[src/rtl/score_overlay_writer_if.sv]
// Glyph ROM read port and overlay RAM write port of the score overlay writer.
// master: drives rom_addr/wr_*, reads rom_data. slave: the memory side.
interface score_overlay_writer_if #(
    parameter int ROM_AW = 16,
    parameter int RAM_AW = 15
);
    logic [ROM_AW-1:0] rom_addr;
    logic [8:0]        rom_data;
    logic              wr_en;
    logic [RAM_AW-1:0] wr_addr;
    logic [8:0]        wr_data;

    modport master (
        output rom_addr,
        input  rom_data,
        output wr_en,
        output wr_addr,
        output wr_data
    );

    modport slave (
        input  rom_addr,
        output rom_data,
        input  wr_en,
        input  wr_addr,
        input  wr_data
    );
endinterface

[src/rtl/score_overlay_writer.sv]
// Copies score digit glyphs from the glyph ROM into a 4-slot overlay RAM,
// writing only during vblank.
// Ports: clk25/reset, four score digits, vblank, busy, slot_done,
// bus (master): rom_addr/rom_data, wr_en/wr_addr/wr_data.
module score_overlay_writer #(
    parameter int GLYPH_W   = 55,
    parameter int GLYPH_H   = 75,
    parameter int GLYPH_PIX = GLYPH_W * GLYPH_H,
    parameter int ROM_AW    = 16,
    parameter int RAM_AW    = 15
) (
    input  logic       clk25,
    input  logic       reset,
    input  logic [3:0] score_1_tens,
    input  logic [3:0] score_1_ones,
    input  logic [3:0] score_2_tens,
    input  logic [3:0] score_2_ones,
    input  logic       vblank,
    output logic       busy,
    output logic       slot_done,
    score_overlay_writer_if.master bus
);
    typedef enum logic [1:0] {IDLE, COPY, DRAIN} state_e;

    state_e      state_q, state_d;
    logic [3:0]  shadow_q [4];
    logic [3:0]  score_w  [4];
    logic [1:0]  cur_slot_q;
    logic [3:0]  cur_digit_q;
    logic [12:0] p_q;
    logic        busy_q, done_q;
    logic        wr_en_q, blank_q;
    logic [RAM_AW-1:0] wr_addr_q;

    logic        hit;
    logic [1:0]  hit_slot;
    logic        last_p;
    logic        issue;
    logic        blank_dig;
    logic [ROM_AW-1:0] rom_addr_d;
    logic [RAM_AW-1:0] wr_addr_d;

    assign score_w[0] = score_1_tens;
    assign score_w[1] = score_1_ones;
    assign score_w[2] = score_2_tens;
    assign score_w[3] = score_2_ones;

    // Lowest-numbered mismatching slot wins.
    always_comb begin
        hit      = 1'b0;
        hit_slot = 2'd0;
        for (int i = 3; i >= 0; i--) begin
            if (score_w[i] != shadow_q[i]) begin
                hit      = 1'b1;
                hit_slot = 2'(i);
            end
        end
    end

    assign last_p    = (p_q == 13'(GLYPH_PIX - 1));
    assign blank_dig = (cur_digit_q > 4'd9);

    always_ff @(posedge clk25 or posedge reset) begin
        if (reset) state_q <= IDLE;
        else       state_q <= state_d;
    end

    always_comb begin
        state_d = state_q;
        unique case (state_q)
            IDLE:    if (hit) state_d = COPY;
            COPY:    if (vblank && last_p) state_d = DRAIN;
            DRAIN:   state_d = IDLE;
            default: state_d = IDLE;
        endcase
    end

    // Blank digits never reach the ROM multiplier, so the product fits.
    always_comb begin
        issue      = (state_q == COPY) && vblank;
        rom_addr_d = '0;
        if (state_q == COPY && !blank_dig) begin
            rom_addr_d = ROM_AW'(cur_digit_q) * ROM_AW'(GLYPH_PIX)
                       + ROM_AW'(p_q);
        end
        wr_addr_d = RAM_AW'(cur_slot_q) * RAM_AW'(GLYPH_PIX)
                  + RAM_AW'(p_q);
    end

    always_ff @(posedge clk25 or posedge reset) begin
        if (reset) begin
            shadow_q    <= '{default: 4'hF};
            cur_slot_q  <= 2'd0;
            cur_digit_q <= 4'd0;
            p_q         <= 13'd0;
            busy_q      <= 1'b0;
            done_q      <= 1'b0;
            wr_en_q     <= 1'b0;
            blank_q     <= 1'b0;
            wr_addr_q   <= '0;
        end else begin
            done_q  <= 1'b0;
            wr_en_q <= issue;
            blank_q <= blank_dig;
            if (issue) begin
                wr_addr_q <= wr_addr_d;
                p_q       <= p_q + 13'd1;
            end
            if (state_q == IDLE && hit) begin
                cur_slot_q  <= hit_slot;
                cur_digit_q <= score_w[hit_slot];
                p_q         <= 13'd0;
                busy_q      <= 1'b1;
            end
            // Shadow takes the snapshot, so a mid-copy change recopies.
            if (state_q == DRAIN) begin
                shadow_q[cur_slot_q] <= cur_digit_q;
                done_q               <= 1'b1;
                busy_q               <= 1'b0;
            end
        end
    end

    assign bus.rom_addr = rom_addr_d;
    assign bus.wr_en    = wr_en_q;
    assign bus.wr_addr  = wr_addr_q;
    assign bus.wr_data  = blank_q ? 9'd0 : bus.rom_data;
    assign busy         = busy_q;
    assign slot_done    = done_q;
endmodule

[src/flat_wrapper.sv]
// flat-port wrapper written by rule: the top's interface ports become plain ports
module score_overlay_writer_flat 
#(
    parameter int GLYPH_W   = 55,
    parameter int GLYPH_H   = 75,
    parameter int GLYPH_PIX = GLYPH_W * GLYPH_H,
    parameter int ROM_AW    = 16,
    parameter int RAM_AW    = 15
)
  (clk25, reset, score_1_tens, score_1_ones, score_2_tens, score_2_ones, vblank, busy, slot_done, bus_rom_addr, bus_rom_data, bus_wr_en, bus_wr_addr, bus_wr_data);
  score_overlay_writer_if #(.ROM_AW(ROM_AW), .RAM_AW(RAM_AW)) bus_i ();
  input  logic clk25;
  input  logic reset;
  input  logic [3:0] score_1_tens;
  input  logic [3:0] score_1_ones;
  input  logic [3:0] score_2_tens;
  input  logic [3:0] score_2_ones;
  input  logic vblank;
  output logic busy;
  output logic slot_done;
  output wire logic [$bits(bus_i.rom_addr)-1:0] bus_rom_addr;
  input wire logic [$bits(bus_i.rom_data)-1:0] bus_rom_data;
  output wire logic [$bits(bus_i.wr_en)-1:0] bus_wr_en;
  output wire logic [$bits(bus_i.wr_addr)-1:0] bus_wr_addr;
  output wire logic [$bits(bus_i.wr_data)-1:0] bus_wr_data;
  assign bus_rom_addr = bus_i.rom_addr;
  assign bus_i.rom_data = bus_rom_data;
  assign bus_wr_en = bus_i.wr_en;
  assign bus_wr_addr = bus_i.wr_addr;
  assign bus_wr_data = bus_i.wr_data;
  score_overlay_writer #(.GLYPH_W(GLYPH_W), .GLYPH_H(GLYPH_H), .GLYPH_PIX(GLYPH_PIX), .ROM_AW(ROM_AW), .RAM_AW(RAM_AW)) u_core (.clk25(clk25), .reset(reset), .score_1_tens(score_1_tens), .score_1_ones(score_1_ones), .score_2_tens(score_2_tens), .score_2_ones(score_2_ones), .vblank(vblank), .busy(busy), .slot_done(slot_done), .bus(bus_i));
endmodule
[config.mk]
export PLATFORM = sky130hd
export DESIGN_NAME = score_overlay_writer_flat
export DESIGN_NICKNAME = d
export VERILOG_FILES = /design/src/rtl/score_overlay_writer_if.sv /design/src/rtl/score_overlay_writer.sv /design/src/flat_wrapper.sv
export SDC_FILE = /design/constraint.sdc
export NUM_CORES = 1
export LEC_CHECK = 0
export ABC_AREA = 1
export BUFFER_PORTS_ARGS = -buffer_cell sky130_fd_sc_hd__buf_2
export CORE_UTILIZATION = 52
export CTS_CLUSTER_DIAMETER = 60
export DETAILED_ROUTE_END_ITERATION = 10
export PLACE_DENSITY_LB_ADDON = 0.25
export SKIP_LAST_GASP = 1
export SYNTH_ARGS = -nofsm -noshare
export SYNTH_HDL_FRONTEND = slang
export SYNTH_SLANG_ARGS = --single-unit
[constraint.sdc]
create_clock -name clk25 -period 3.1 [get_ports clk25]
set_input_delay 0.155 -clock clk25 [delete_from_list [all_inputs] [get_ports clk25]]
set_output_delay 0.155 -clock clk25 [all_outputs]
set_load 0.05 [all_outputs]
==> metrics.yaml <==
die:
  rows: 33
  die-width_um: 93.86
  io_pins: 71
  core_um2: 8175
  die_h_um: 93.86
  dieArea_um2: 8810
  start_util: 0.5367
min_path:
  hold_end: "u_core.state_q[1]"
  hp-class: "input port to flop"
  hold_start: "vblank"
  min_delay_path_depth: 5
sta:
  clock_skew_ns: 0.01226
  worst_pin_slew_ns: 0.7130
  grt_setup_unrepaired: "true"
  hold_viol: 0
  finalSetupViolations: 12
  fin_ws_ns: -0.5426
  fin_crit_ns: 3.643
  max_freq_ghz: 0.2745
  slew_headroom: 0.5240
  fin_crit_sh: 1.175
  finalMaxSlewViolations: 0
synthesis:
  synth-simple-area-share: 0.2543
  synthCells: 576
  yosys-mux-area-fraction: 0
  yosys_register_bits: 56
  synth_top_family_by_area: "simple AND/OR/NAND/NOR gates"
  synth.distinct_cells: 41
  yosys.area_share.adder: 0.1774
  yosys.area.top_type: "dfrtp_1"
  ys_top_cells_by_area: "dfrtp_1 23%, ha_1 12%, nand2_1 12%"
  synth_xor_area_frac: 0.04391
  synth_top_area_share: 0.2281
  syn_area_um2: 4388
  syn_area_per_cell_um2: 7.618
  ys_warn_count: 0
  synth_edf_count: 0
  synth-main-ff-cell: "dfrtp_1"
  async_reset_ff_frac: 1.000
  synth-compound-area-share: 0.1009
  synth_nets: 659
  seq_area_frac_synth: 0.3239
power:
  ir_drop_v: 0.0004532
  p_leak_nw: 2.909
  power_density_nw_per_um2: 647.8
routing:
  met3RoutedLength_um: 424
  met1_length_um: 4727
  drc: 0
  dr.pass1.iters: 4
  wl_met2_um: 5552
  routed-via-count: 4038
  drtIter0Drc: 110
  drtAntennaViolNets: 0
  routed_wl_um: 10880
  highest_layer: "met4"
  avgViaCountPerCell: 5.079
  wl_per_cell_um: 13.69
placement:
  routabilityCongestion: 0.8955
  placed_cell_area_um2: 5274
  portBuffers: 70
  hpwlAfterDp_um: 8398
  dpl.cell_count: 781
clock_network:
  cts_tree: "built"
  max-clock-path-buffers: 2
  clkTransAtPathRegs_ns: 0.09
  cts_inserted_buffers: 5
  cts_sinks: 56
  cts_max_level: 2
  root_buffer: "clkbuf_8"
  insertion_delay_ns: 0.31
grt:
  track_usage: 0.2594
  antenna_found_initial: 0
  grt_pass1_vias: 3961
  grt_pass1_wl_um: 17860
  grt_overflow: 0
  grt_max_degree: 36
final_layout:
  design_area_um2: 5719
  final_nets: 772
  area_growth_pct: 30.34
  final_common_cell: "nand2_1"
  antenna_cells: 0
  final_cell_mix: "132 x nand2_1, 82 x inv_1, 58 x buf_2, 47 x nor2_1, 40 x buf_4"
  drive_gt1_frac: 0.3246
  instances_no_fill: 795
outcome:
  status: "complete, but fails checks"
  violations: "setup timing"
setup_path:
  r2r_cells: 9
  crit_fanout: 4
  path_cells: "inv_4 > fa_1 > inv_1 > ha_1 > inv_1 > fa_1 > inv_2 > ha_4 > a21oi_4 > o21ai_2 > nand2_1 > nand4_1 > buf_4 > buf_6 > a21oi_4 > buf_6"
  worstPathArrival_ns: 3.49
  worstPathRequired_ns: 2.94
  r2r-end: "u_core.bus.wr_addr[10]"
  rrSetupSlack_ns: 0.54
  crit_slowest_cell: "fa_1"
  cp-end-kind: "output pin"
  regToRegStartpoint: "u_core.cur_slot_q[0]"
  worst_setup_path_start_kind: "flop"
  path_class: "flop to output pin"
  cpPeakStageDelay_ns: 0.50
job:
  drv_cap: 0
## where the power goes
part / internal, mW / leakage [nW] / switching (mW)
logic: 0.967 / 2.18 / 1.42
registers: 0.804 / 0.676 / 0.0948
clock network: 0.184 / 0.0484 / 0.237
## what timing repair did
item,in CTS,in global routing
gates cloned,0,0
resized for setup,50,25
hold buffers,1,0
setup endpoints to repair,12,12
pin swaps,19,13
hold endpoints to repair,23,0
buffers inserted,4,3
## worst max-delay path, delay by kind of cell (launching register included)
| kind | cells | cell delay [ns] |
|---|---|---|
| buffers and inverters | 7 | 0.68 |
| adders and majority gates | 4 | 1.49 |
| DFF | 1 | 0.43 |
| and+or+nand+nor | 2 | 0.25 |
| AOI/OAI and AO/OA | 3 | 0.33 |
## metal layers
layer,global-route usage,up-vias
li1,-,2041
met1,0.3173,1893
met2,0.4799,86
met3,0.03398,18
met4,0.06154,0
met5,0,-
## state kept, by name, indices dropped and copies added, names as in the netlist
signal	cells
u_core.bus.wr_en	1
u_core.cur_digit_q	4
u_core.blank_q	1
u_core.slot_done	1
u_core.shadow_q	16
u_core.state_q	2
u_core.cur_slot_q	2
u_core.bus.wr_addr	15
u_core.p_q	13
u_core.busy	1
## cell families after synthesis
kind of cell	Yosys count
XOR/XNOR	22
AO/OA/AOI/OAI	83
buffers and inverters	107
flip-flops	56
adder cells (fa/ha/maj)	55
AND/OR/NAND/NOR	253
## area by class of cell
class,count,area (µm²)
multi-input cells,413,2892
fillers,635,2456
flip-flops and latches,56,1424
repair buffers,116,803.3
inverters,97,374.1
well taps,105,131.4
clock buffers,7,86.33
clock inverters,1,8.758
## Yosys cell counts, types with 2 or more instances
library cell	instances
a21oi_2	2
xor2_1	11
dfstp_2	16
nor2_1	54
fa_1	12
xnor2_1	11
inv_1	91
o21ai_1	2
nor4_1	2
nor3_2	2
inv_2	3
nor2_4	2
nor3_4	3
a21oi_1	26
nand2_2	5
dfrtp_1	40
nand4_1	5
clkbuf_1	3
nor3_1	4
nand3_1	29
nand2_1	140
buf_6	3
nor2_2	2
o21ai_0	45
o31ai_1	2
ha_1	43
buf_2	4
## stage by stage
stage / power (mW) / util / hold WS (ns) / setup TNS, ns / setup WS (ns)
after floorplan: 2.289 / - / 0.4145 / -0.8229 / -0.1592
after global placement: 2.841 / 0.6451 / 0.3145 / -1.706 / -0.2255
after detailed placement: 2.886 / 0.6451 / 0.3193 / -2.044 / -0.2796
after CTS: 3.492 / 0.6804 / 0.2713 / -4.526 / -0.5289
after global routing: 3.951 / 0.6996 / 0.3145 / -6.150 / -0.6704
final: 3.705 / 0.6996 / 0.2790 / -4.686 / -0.5426
## worst max path at each step
stage          slack (ns)          endpoint                  start
6_report            -0.54  bus_rom_addr[10]  u_core.cur_digit_q[2]
5_1_grt             -0.67  bus_rom_addr[12]  u_core.cur_digit_q[2]
4_1_cts             -0.53  bus_rom_addr[12]  u_core.cur_digit_q[1]
3_5_place_dp        -0.28  bus_rom_addr[12]  u_core.cur_digit_q[2]
3_3_place_gp        -0.23  bus_rom_addr[13]  u_core.cur_digit_q[1]
2_1_floorplan       -0.16  bus_rom_addr[14]  u_core.cur_digit_q[1]
No activity file was read; power rests on OpenSTA's default activity.
